File: src/rtl/full_adder_if.sv
// Operand/result bundle for full_adder. With FULL_ADDER_CARRY_COUNT_EN defined the
// bundle also carries the 16-bit saturating carry_count.
interface full_adder_if #(
  parameter int unsigned WIDTH = 1
);
  logic [WIDTH-1:0] A;
  logic [WIDTH-1:0] B;
  logic             Cin;
  logic             in_valid;
  logic [WIDTH-1:0] Sum;
  logic             Carry;
  logic             Overflow;
  logic [WIDTH-1:0] Sum_q;
  logic             Carry_q;
  logic             out_valid;
`ifdef FULL_ADDER_CARRY_COUNT_EN
  logic [15:0]      carry_count;
`endif

  modport master (
`ifdef FULL_ADDER_CARRY_COUNT_EN
    input  carry_count,
`endif
    output A,
    output B,
    output Cin,
    output in_valid,
    input  Sum,
    input  Carry,
    input  Overflow,
    input  Sum_q,
    input  Carry_q,
    input  out_valid
  );

  modport slave (
`ifdef FULL_ADDER_CARRY_COUNT_EN
    output carry_count,
`endif
    input  A,
    input  B,
    input  Cin,
    input  in_valid,
    output Sum,
    output Carry,
    output Overflow,
    output Sum_q,
    output Carry_q,
    output out_valid
  );
endinterface

File: src/rtl/full_adder.sv
// Ripple-carry adder A + B + Cin with a combinational result and a one-stage registered copy.
// Optional FULL_ADDER_CARRY_COUNT_EN adds a saturating count of valid carry-out cycles.
module full_adder #(
  parameter int unsigned WIDTH = 1
) (
  input  logic         clk,
  input  logic         rst_n,
  full_adder_if.slave  bus
);

  logic [WIDTH-1:0] w_sum;
  logic [WIDTH-1:0] w_cin_vec;
  logic             w_carry;
  logic             w_overflow;

  logic [WIDTH-1:0] r_sum;
  logic             r_carry;
  logic             r_valid;

  // Carry rippled through a local variable so the chain stays a single comb process.
  always_comb begin
    logic w_c;
    w_sum     = '0;
    w_cin_vec = '0;
    w_c       = bus.Cin;
    for (int i = 0; i < WIDTH; i++) begin
      w_cin_vec[i] = w_c;
      w_sum[i]     = bus.A[i] ^ bus.B[i] ^ w_c;
      w_c          = (bus.A[i] & bus.B[i]) | (w_c & (bus.A[i] ^ bus.B[i]));
    end
    w_carry = w_c;
  end

  // Signed overflow: carry into the MSB differs from carry out of it.
  assign w_overflow = w_carry ^ w_cin_vec[WIDTH-1];

  always_ff @(posedge clk or negedge rst_n) begin
    if (!rst_n) begin
      r_sum   <= '0;
      r_carry <= 1'b0;
      r_valid <= 1'b0;
    end else begin
      r_valid <= bus.in_valid;
      if (bus.in_valid) begin
        r_sum   <= w_sum;
        r_carry <= w_carry;
      end
    end
  end

  assign bus.Sum       = w_sum;
  assign bus.Carry     = w_carry;
  assign bus.Overflow  = w_overflow;
  assign bus.Sum_q     = r_sum;
  assign bus.Carry_q   = r_carry;
  assign bus.out_valid = r_valid;

`ifdef FULL_ADDER_CARRY_COUNT_EN
  logic [15:0] r_carry_count;
  logic [15:0] w_carry_count_d;

  always_comb begin
    w_carry_count_d = r_carry_count;
    if (bus.in_valid && w_carry && (r_carry_count != 16'hFFFF)) begin
      w_carry_count_d = r_carry_count + 16'd1;
    end
  end

  always_ff @(posedge clk or negedge rst_n) begin
    if (!rst_n) begin
      r_carry_count <= 16'd0;
    end else begin
      r_carry_count <= w_carry_count_d;
    end
  end

  assign bus.carry_count = r_carry_count;
`endif

endmodule

File: src/flat_wrapper.sv
// flat-port wrapper written by rule: the top's interface ports become plain ports
module full_adder_flat 
#(
  parameter int unsigned WIDTH = 1
)
  (clk, rst_n, bus_A, bus_B, bus_Cin, bus_in_valid, bus_Sum, bus_Carry, bus_Overflow, bus_Sum_q, bus_Carry_q, bus_out_valid);
  full_adder_if #(.WIDTH(WIDTH)) bus_i ();
  input  logic clk;
  input  logic rst_n;
  input wire logic [$bits(bus_i.A)-1:0] bus_A;
  input wire logic [$bits(bus_i.B)-1:0] bus_B;
  input wire logic [$bits(bus_i.Cin)-1:0] bus_Cin;
  input wire logic [$bits(bus_i.in_valid)-1:0] bus_in_valid;
  output wire logic [$bits(bus_i.Sum)-1:0] bus_Sum;
  output wire logic [$bits(bus_i.Carry)-1:0] bus_Carry;
  output wire logic [$bits(bus_i.Overflow)-1:0] bus_Overflow;
  output wire logic [$bits(bus_i.Sum_q)-1:0] bus_Sum_q;
  output wire logic [$bits(bus_i.Carry_q)-1:0] bus_Carry_q;
  output wire logic [$bits(bus_i.out_valid)-1:0] bus_out_valid;
  assign bus_i.A = bus_A;
  assign bus_i.B = bus_B;
  assign bus_i.Cin = bus_Cin;
  assign bus_i.in_valid = bus_in_valid;
  assign bus_Sum = bus_i.Sum;
  assign bus_Carry = bus_i.Carry;
  assign bus_Overflow = bus_i.Overflow;
  assign bus_Sum_q = bus_i.Sum_q;
  assign bus_Carry_q = bus_i.Carry_q;
  assign bus_out_valid = bus_i.out_valid;
  full_adder #(.WIDTH(WIDTH)) u_core (.clk(clk), .rst_n(rst_n), .bus(bus_i));
endmodule
File: config.mk
export PLATFORM = sky130hd
export DESIGN_NAME = full_adder_flat
export DESIGN_NICKNAME = d
export VERILOG_FILES = /design/src/rtl/full_adder_if.sv /design/src/rtl/full_adder.sv /design/src/flat_wrapper.sv
export SDC_FILE = /design/constraint.sdc
export NUM_CORES = 1
export LEC_CHECK = 0
export BUFFER_PORTS_ARGS = -buffer_cell sky130_fd_sc_hd__buf_4
export CORE_AREA = 5 5 42 44
export CTS_CLUSTER_DIAMETER = 50
export DETAILED_ROUTE_END_ITERATION = 16
export DIE_AREA = 0 0 47 49
export PLACE_DENSITY = 0.3
export SLEW_MARGIN = 20
export SYNTH_ARGS = -nofsm -noshare
export SYNTH_HDL_FRONTEND = slang
export SYNTH_SLANG_ARGS = --single-unit
File: constraint.sdc
create_clock -name clk -period 1 [get_ports clk]
set_input_delay 0.1 -clock clk [delete_from_list [all_inputs] [get_ports clk]]
set_output_delay 0.1 -clock clk [all_outputs]
set_load 0.02 [all_outputs]
==> results by group <==
Placement
  • GP Congestion: 0.6642
  • Number of port buffers: 11
  • DP Cell Count: 35
  • Placement Cell Area: 250.2 µm²
  • Worst slack, placed: -77.81 ps

Clocking
  • Max clock buf depth: 2
  • CTS Sinks: 3
  • CTS Buf Count: 3
  • H-tree depth: 1
  • Clk_lat worst skew: 230 ps
  • Clock-pin slew on the worst setup and hold paths: 40 ps
  • Clk root buf: clkbuf_4
  • TritonCTS clock tree: done

Worst setup path
  • WP data arrival: 900 ps
  • Worst r2r dst: u_core.bus.Sum_q
  • Crit Reg-Reg Startpoint: u_core.bus.Sum_q
  • Req. time, crit path: 900 ps
  • Critical Path End Type: output pin
  • CP startpoint kind: input port
  • Worst setup path end: bus_Overflow
  • Crit-path max FO: 2
  • Worst R2R Path Depth: 1
  • Worst setup path category: input port to output pin
  • R2r setup slk: 240 ps
  • Crit path from: bus_Cin

Detailed routing
  • WL/cell: 9.628 µm
  • Via count: 133
  • Final wirelength: 414 µm
  • Detailed Routing Iterations Pass 1: 2
  • ANT nets after route: 0
  • Number of vias per cell: 3.093
  • Starting DRT DRC Count: 1
  • Drt drc: 0

STA
  • Hold Slack: 201.4 ps
  • Final setup fails: 0
  • Minimum clock period: 997.5 ps
  • Measured slew at the worst slew-check pin: 113.3 ps
  • Worst Setup Slack, final: 2.517 ps
  • Fmax achieved: 1003 MHz
  • Total negative setup slack: 0 ps
  • Ratio of final minimum period to clock period: 99.75%
  • Skew final: 0 ps
  • Slew headroom: 92.44%
  • Max-slew violations: 0
  • Final hold vios: 0
  • RSZ-0062 raised after global routing: yes

Layout
  • Final Util: 23.57%
  • Layout cell share with drive strength beyond 1: 77.78%
  • Non-Filler Instances: 43
  • Area Growth Syn to Fin: 161.4%
  • Final net count: 35
  • Post-route cell area: 330.3 µm²
  • # diodes: 0

Run
  • Max-cap violations: 0

Yosys
  • Netlist cell types: 4
  • Warnings, synthesis: 0
  • Syn Inst Count: 7
  • Post-synthesis area per instance: 18.05 µm²
  • Post-synth net total: 14
  • Seq/Total Area, Yosys: 59.41%
  • Seq cells post-synth: 3
  • Post-Syn Area: 126.4 µm²

Power and ir drop
  • PnR Total Power: 0.5427 mW
  • Lkg Pwr: 0.1561 nW
  • Worst vdd ir: 0.3879 mV
  • PD cells: 1643 nW/µm²

Global routing
  • Met2 GRT Util: 4.751%
  • Vias in the first global route: 156
  • Antenna violations before repair: 0
  • GRT Util Overall: 4.096%
  • Grt total ovfl: 0
  • First-pass GRT wire length: 572 µm
  • GR Layer Usage met1: 3.769%
  • GR peak layer: met4
  • Met3 Resource Use GR: 2.952%
  • Largest net degree at the start of global routing: 4

Floorplan
  • Std cell rows: 14
  • Die width: 47 µm
  • Starting Density: 9.018%
  • Die Area: 2303 µm²
  • Core Region: 1401 µm²
  • Die Y: 49 µm
  • Number of top-level pins: 12

Min path
  • Hold Path Class: input port to async pin

Status
  • Status: finished clean
sequential cells by signal (all words and copies together) (netlist names):
name / flops
u_core.bus.Carry_q: 1
u_core.bus.Sum_q: 1
u_core.bus.out_valid: 1
how the worst min path moves through the flow:
stage / from / to / slack, ps / cells after the start
3_3_place_gp: rst_n / u_core.bus.out_valid / -110 / 1
5_1_grt: rst_n / u_core.bus.Carry_q / 210 / 2
4_1_cts: rst_n / u_core.bus.Carry_q / 190 / 2
6_report: rst_n / u_core.bus.Carry_q / 200 / 2
2_1_floorplan: rst_n / u_core.bus.Carry_q / -200 / 0
3_5_place_dp: rst_n / u_core.bus.Carry_q / -110 / 1
worst max-delay path, cell delays in order:
cell	delay, ps
buf_6	100
fa_2	410
xor2_2	160
buf_6	130
synthesized netlist by cell type (all sizes together):
cell / count / area [µm²]
dfrtp: 3 / 75.07
fa: 1 / 20.02
mux2: 2 / 22.52
xor2: 1 / 8.760
power breakdown:
| group | switching, mW | internal (mW) | total, mW |
|---|---|---|---|
| Combinational | 0.0795 | 0.106 | 0.185 |
| Clock | 0.0624 | 0.150 | 0.212 |
| Sequential | 0.00828 | 0.137 | 0.146 |
| Total | 0.150 | 0.393 | 0.543 |
cell families after synthesis:
logic type,share of synthesized area (%)
DFF,59.40
adders and majority gates,15.84
muxes,17.82
xor gates and xnor gates,6.932
per-layer routing:
layer | up-vias | share of wire [%]
li1 | 63 | -
met1 | 54 | 34
met2 | 14 | 39
met3 | 2 | 24
met4 | 0 | 3.4
met5 | - | 0
final cells by class:
| type | count | area, µm² |
|---|---|---|
| Sequential cell | 3 | 75.07 |
| Fill cell | 157 | 1071 |
| Clock buffer | 4 | 26.28 |
| Tap cell | 16 | 20.02 |
| Multi-Input combinational cell | 4 | 65.06 |
| Timing Repair Buffer | 16 | 143.9 |
timing repair:
action / CTS / global route
endpoints found under the hold margin: 4 / 0
pin swaps: 2 / 0
setup buffers: 2 / 0
hold buffers: 2 / 0
endpoints found under the setup margin: 2 / 3
resized for setup: 4 / 1
cell usage in the layout (no fill, tap or decap):
master	netlist	routed
clkbuf_1	0	1
dfrtp_1	3	3
fa_2	0	1
xor2_2	0	1
clkbuf_4	0	3
dlygate4sd3_1	0	2
mux2_2	2	1
mux2_4	0	1
buf_6	0	5
buf_4	0	9
Note: power is estimated with default switching activity, not from simulation.
